### src/rtl/sram_model_pkg.sv
// Shared types and helpers for the single-port SRAM behavioural models.
// Provides the init-sequencer state encoding, a constant clog2 and an elaboration-time parameter check.
`ifndef SRAM_MODEL_PKG_SV
`define SRAM_MODEL_PKG_SV

package sram_model_pkg;

    typedef enum logic [1:0] {
        ST_INIT  = 2'd0,
        ST_CLEAR = 2'd1,
        ST_READY = 2'd2
    } state_t;

    function automatic int clog2(input int n);
        int r;
        r = 0;
        while ((1 << r) < n) begin
            r = r + 1;
        end
        return r;
    endfunction

endpackage

// Stops elaboration when the address width does not match the depth.
`define SRAM_MODEL_PARAM_CHECK(AW, DEPTH) \
    if ((AW) != sram_model_pkg::clog2(DEPTH)) begin : g_param_err \
        $error("Add_Width must equal clog2(Word_Depth)"); \
    end

`endif

### src/rtl/sram_init_seq.sv
// Post-reset clear sequencer: INIT for one cycle, CLEAR for Word_Depth cycles, then READY until reset.
// Latency: init_done rises Word_Depth+1 cycles after reset release; no backpressure, free-running sweep.
module sram_init_seq
    import sram_model_pkg::*;
#(
    parameter int Word_Depth = 128,
    parameter int Add_Width  = 7
) (
    input  logic                 clk,
    input  logic                 rstb,
    output logic                 clr_we,
    output logic [Add_Width-1:0] clr_addr,
    output logic                 init_done
);

    localparam logic [Add_Width-1:0] LastAddr = Add_Width'(Word_Depth - 1);

    state_t               state;
    state_t               state_nxt;
    logic [Add_Width-1:0] cnt;

    always_ff @(posedge clk) begin
        if (!rstb) begin
            state <= ST_INIT;
            cnt   <= '0;
        end else begin
            state <= state_nxt;
            cnt   <= (state == ST_CLEAR) ? cnt + 1'b1 : '0;
        end
    end

    always_comb begin
        state_nxt = state;
        case (state)
            ST_INIT:  state_nxt = ST_CLEAR;
            ST_CLEAR: if (cnt == LastAddr) state_nxt = ST_READY;
            ST_READY: state_nxt = ST_READY;
            default:  state_nxt = ST_INIT;
        endcase
    end

    always_comb begin
        clr_we    = (state == ST_CLEAR);
        clr_addr  = cnt;
        init_done = (state == ST_READY);
    end

endmodule

### src/rtl/sram_1p_mask_init.sv
// Single-port SRAM model with per-bit write mask, Q hold and post-reset clear; SRAM_RANDOMIZE_EN randomises Q/sweep.
// Latency: read data on Q one cycle after the read; no backpressure, accesses ignored until INIT_DONE.
module sram_1p_mask_init
    import sram_model_pkg::*;
#(
    parameter int              Bits       = 3,
    parameter int              Word_Depth = 128,
    parameter int              Add_Width  = 7,
    parameter logic [Bits-1:0] Init_Value = '0
) (
    input  logic                 CLK,
    input  logic                 RSTB,
    input  logic                 CEB,
    input  logic                 WEB,
    input  logic [Bits-1:0]      BWEB,
    input  logic [Add_Width-1:0] A,
    input  logic [Bits-1:0]      D,
    output logic [Bits-1:0]      Q,
    output logic                 INIT_DONE
);

    `SRAM_MODEL_PARAM_CHECK(Add_Width, Word_Depth)

    logic [Bits-1:0]      ram [Word_Depth];
    logic                 clr_we;
    logic [Add_Width-1:0] clr_addr;
    logic                 init_done;
    logic                 addr_ok;
    logic                 user_we;
    logic                 user_re;
    logic                 wr_en;
    logic [Add_Width-1:0] wr_addr;
    logic [Bits-1:0]      merged;

    sram_init_seq #(
        .Word_Depth (Word_Depth),
        .Add_Width  (Add_Width)
    ) u_init_seq (
        .clk       (CLK),
        .rstb      (RSTB),
        .clr_we    (clr_we),
        .clr_addr  (clr_addr),
        .init_done (init_done)
    );

    assign INIT_DONE = init_done;

    // Out-of-range addresses only exist for non power-of-two depths.
    assign addr_ok = ({1'b0, A} < (Add_Width + 1)'(Word_Depth));
    assign user_we = RSTB && init_done && !CEB && !WEB && addr_ok;
    assign user_re = RSTB && init_done && !CEB && WEB;
    assign wr_en   = (RSTB && clr_we) || user_we;
    assign wr_addr = clr_we ? clr_addr : A;
    assign merged  = (ram[wr_addr] & BWEB) | (D & ~BWEB);

    always_ff @(posedge CLK) begin
        if (wr_en) begin
`ifdef SRAM_RANDOMIZE_EN
            ram[wr_addr] <= clr_we ? Bits'($random) : merged;
`else
            ram[wr_addr] <= clr_we ? Init_Value : merged;
`endif
        end
    end

    always_ff @(posedge CLK) begin
        if (!RSTB) begin
`ifdef SRAM_RANDOMIZE_EN
            Q <= Bits'($random);
`else
            Q <= '0;
`endif
        end else if (user_re) begin
            Q <= addr_ok ? ram[A] : '0;
        end else begin
`ifdef SRAM_RANDOMIZE_EN
            Q <= Bits'($random);
`else
            Q <= Q;
`endif
        end
    end

endmodule

### config.mk
export PLATFORM = sky130hd
export DESIGN_NAME = sram_1p_mask_init
export DESIGN_NICKNAME = d
export VERILOG_FILES = /design/src/rtl/sram_model_pkg.sv /design/src/rtl/sram_init_seq.sv /design/src/rtl/sram_1p_mask_init.sv
export SDC_FILE = /design/constraint.sdc
export NUM_CORES = 1
export LEC_CHECK = 0
export ABC_CLOCK_PERIOD_IN_PS = 12800
export CAP_MARGIN = 20
export CELL_PAD_IN_SITES_DETAIL_PLACEMENT = 1
export CELL_PAD_IN_SITES_GLOBAL_PLACEMENT = 1
export CORE_ASPECT_RATIO = 0.6
export CORE_MARGIN = 2
export CORE_UTILIZATION = 54
export CTS_CLUSTER_SIZE = 30
export DETAILED_ROUTE_END_ITERATION = 7
export GPL_ROUTABILITY_DRIVEN = 0
export PLACE_DENSITY_LB_ADDON = 0.1
export SLEW_MARGIN = 5
export SYNTH_ARGS = -nofsm -noshare
export SYNTH_HDL_FRONTEND = slang
export SYNTH_HIERARCHICAL = 1
export SYNTH_SLANG_ARGS = --single-unit
export TNS_END_PERCENT = 100
### constraint.sdc
create_clock -name CLK -period 12.8 [get_ports CLK]
set_input_delay 1.92 -clock CLK [delete_from_list [all_inputs] [get_ports CLK]]
set_output_delay 1.92 -clock CLK [all_outputs]
set_load 0.02 [all_outputs]
==> key figures <==
Final layout
  – ANT cells: 0
  – Fillers: around 3200
  – Fraction of layout cells with a size suffix above 1: 0.209
  – Area of the multi-input gates: 0.00705 mm²
  – Register area: 0.0118 mm²
  – Final core occ: 0.605
  – Layout area overhead: 10.2%
  – Fin nets: between 1000 and 1500

Worst setup path
  – WS Path Type: in -> reg
  – Critical path's slowest cell: buf_4
  – Number of buffers and inverters on the critical path: 5
  – Crit-path max FO: 88
  – CP Cell Sequence: buf_6, buf_4, or4_1, and2_1, buf_4, o22ai_1, a211oi_1, o2111ai_1, or4_1, o31ai_4, buf_4, buf_16
  – Most frequent CP cell: buf_4
  – CP arrival: roughly 7000 ps
  – Critical path's top delay family: buffers and inverters
  – Crit path largest cell delay: roughly 830 ps
  – CP Capture Type: register
  – CP required: ~13000 ps
  – Startpoint types: input port

Die
  – FP Rows: 53
  – IO Count: 21
  – Initial Utilization: 0.549
  – Die Span Y: between 150 and 200 µm
  – Core footprint: approximately 0.035 mm²
  – Die width: 248 µm
  – Die area: 0.0372 mm²

Detailed routing
  – Routed vias/inst: approximately 7.6
  – Post-Route WL: approximately 68000 µm
  – Avg WL per Cell: roughly 38 µm
  – Iter 0 DRT Violations: approximately 2300
  – Drc violations: 0
  – Final ANT Viol Nets: 0
  – Via count: 13709
  – Router iterations before antenna repair: 5

Global route
  – GRT Overall Usage: 0.376
  – Global-route wire length before repair: between 90000 and 100000 µm
  – Vias in the first global route: 13417
  – Total gr overflow: 0
  – Largest net degree at the start of global routing: around 110
  – Initial antenna violation count: 0

Synthesis
  – Avg Inst Size Synth: roughly 15 µm²
  – Largest area contributor in the netlist: edfxtp_1
  – Distinct cells, synth: a little under 80
  – EDFF count, synth: 384
  – Top FF cell, synth: edfxtp_1
  – Asr flop ratio synth: 0
  – Yosys top cell area share: 0.600
  – Cells after synthesis: between 1000 and 1500
  – Most common cell in the netlist: edfxtp_1
  – Yosys warning total: 6
  – Sequential share of the synthesized area: 0.612
  – Yosys reg bits: a little under 400
  – Synth Cell Area: 0.0192 mm²
  – Top cells by area, synth: edfxtp_1 (60%), mux4_2 (15%), nor2_1 (3.2%)
  – Most frequent cells after synthesis: edfxtp_1 (384), nor2_1 (164), mux4_2 (130)
  – Syn Nets: around 1300

Place
  – IO Port Bufs: 20
  – Hpwl dp: 45200 µm

Clock network
  – Clk sinks: between 300 and 400
  – Post-CTS Setup Repair Bufs: 0
  – Root buf cell: clkbuf_16
  – CTS Buf Count: 39
  – Clock tree from TritonCTS: done
  – H-tree level count: 2
  – Resize count post-CTS: 0
  – Max clock buf depth: 3
  – Hold_buf cts: 0
  – Clock slew at reported path FFs: 70 ps
  – Clock Latency Late Sink: around 550 ps

Timing
  – Final Hold Viols: 0
  – Slew Viols, Final: 0
  – Final setup viols: 0
  – Skew final: approximately 25 ps
  – Hold slack: approximately 490 ps
  – Fmax: between 100 and 150 MHz
  – RSZ-0062 raised after global routing: false
  – Worst-Margin Slew: between 1000 and 1500 ps
  – Setup TNS: 0 ps
  – Final period utilization: 0.528
  – Post-route minimum period: around 6800 ps
  – Rel. slew slack: 0.214

Power and ir drop
  – Pwr Total: between 4 and 5 mW
  – PD cells: between 150 and 200 mW/mm²
  – Maximum vdd drop: between 0.0001 and 0.00015 V
  – P_leak: ~6.5 nW

Run status
  – Status: complete, no violations

Flow run
  – Max-cap violations: 0

Worst hold path
  – Min-Delay Path Class: reg -> reg
-- final timing paths --
check | slack [ps] | start | cells past startpoint | end
worst max register to register | 6800 | u_init_seq/state[1] | 14 | ram[15][2]
worst min register to register | 490 | Q[1] | 1 | Q[1]
worst min-delay path | 490 | Q[1] | 1 | Q[1]
worst max-delay path | 6050 | A[0] | 12 | ram[15][2]
-- report_power, final --
part	internal (mW)	leakage, nW	total, mW	switching [mW]
Sequential	1.71	3.56	1.72	0.0109
Clock	0.658	0.603	1.16	0.505
Combinational	0.317	2.33	1.20	0.887
Total	2.69	6.49	4.09	1.40
-- routing by layer --
metal	global-route usage	vias up	wire length (µm)
met3	0.117	183	10600
met1	0.576	7026	26900
met2	0.513	1205	28000
met5	0	-	0
li1	-	5295	-
met4	0.117	0	2520
-- placed cells by master (no fill, tap or decap), types with 6 or more instances in the layout --
| master | n |
|---|---|
| a21oi_1 | 32 |
| a31oi_1 | 14 |
| and2_1 | 6 |
| and3_1 | 8 |
| buf_4 | 36 |
| clkbuf_1 | 12 |
| clkbuf_16 | 43 |
| clkdlybuf4s50_1 | 17 |
| dfxtp_1 | 12 |
| edfxtp_1 | 384 |
| inv_1 | 11 |
| mux2_2 | 28 |
| mux2i_1 | 17 |
| mux4_2 | 130 |
| nand2_1 | 109 |
| nand2b_1 | 8 |
| nand3_1 | 23 |
| nor2_1 | 164 |
| nor3_1 | 9 |
| o2111ai_1 | 6 |
| o21ai_0 | 7 |
| o221ai_1 | 22 |
| o22a_1 | 8 |
| o22ai_1 | 72 |
| o31ai_1 | 6 |
| or3_1 | 8 |
| or4_1 | 6 |
-- kinds of logic (layout without fill, tap and decap cells) --
logic type / after synthesis / in the layout / synth area share
flip-flops: 396 / 396 / 0.612
AND/OR/NAND/NOR: 376 / 376 / 0.0897
AO/OA/AOI/OAI: 237 / 237 / 0.0887
multiplexers: 179 / 179 / 0.181
buffers and inverters: 108 / 136 / 0.0249
adder cells (fa/ha/maj): 4 / 4 / 0.00260
XOR/XNOR: 3 / 3 / 0.00137
-- worst register-to-register path, cell delays in order, from the launching register on --
cell,delay [ps]
dfxtp_1,340
inv_1,90
ha_2,160
buf_4,500
mux2_2,410
buf_4,270
buf_4,340
nand2_1,670
o22ai_1,160
a221oi_1,380
o22ai_1,140
or4_1,650
o31ai_4,740
buf_4,430
buf_16,330
-- registers in the layout, summed over array words and instances, names as in the netlist --
| register | cells |
|---|---|
| u_init_seq/clr_addr | 7 |
| u_init_seq/state | 2 |
| ram | 384 |
| Q | 3 |
-- through the flow --
| step | setup slack [ps] | area (µm²) | cells |
|---|---|---|---|
| 2_1_floorplan | 2530 | 19200 | 1303 |
| 3_5_place_dp | 5200 | 19900 | 1728 |
| 4_1_cts | 5760 | 21200 | 1796 |
| 3_3_place_gp | 5410 | 19900 | 1728 |
| 5_1_grt | 5850 | 21200 | 1798 |
| 6_report | 6050 | 21200 | 1798 |
-- cell type report --
| type | count | area share |
|---|---|---|
| Inverter | 11 | 0.00195 |
| Multi-Input combinational cell | 799 | 0.333 |
| Tap cell | 467 | 0.0276 |
| Clock buffer | 56 | 0.0536 |
| Clock inverter | 12 | 0.00543 |
| Sequential cell | 396 | 0.556 |
| Timing Repair Buffer | 57 | 0.0231 |
(Power assumes the default switching activity.)
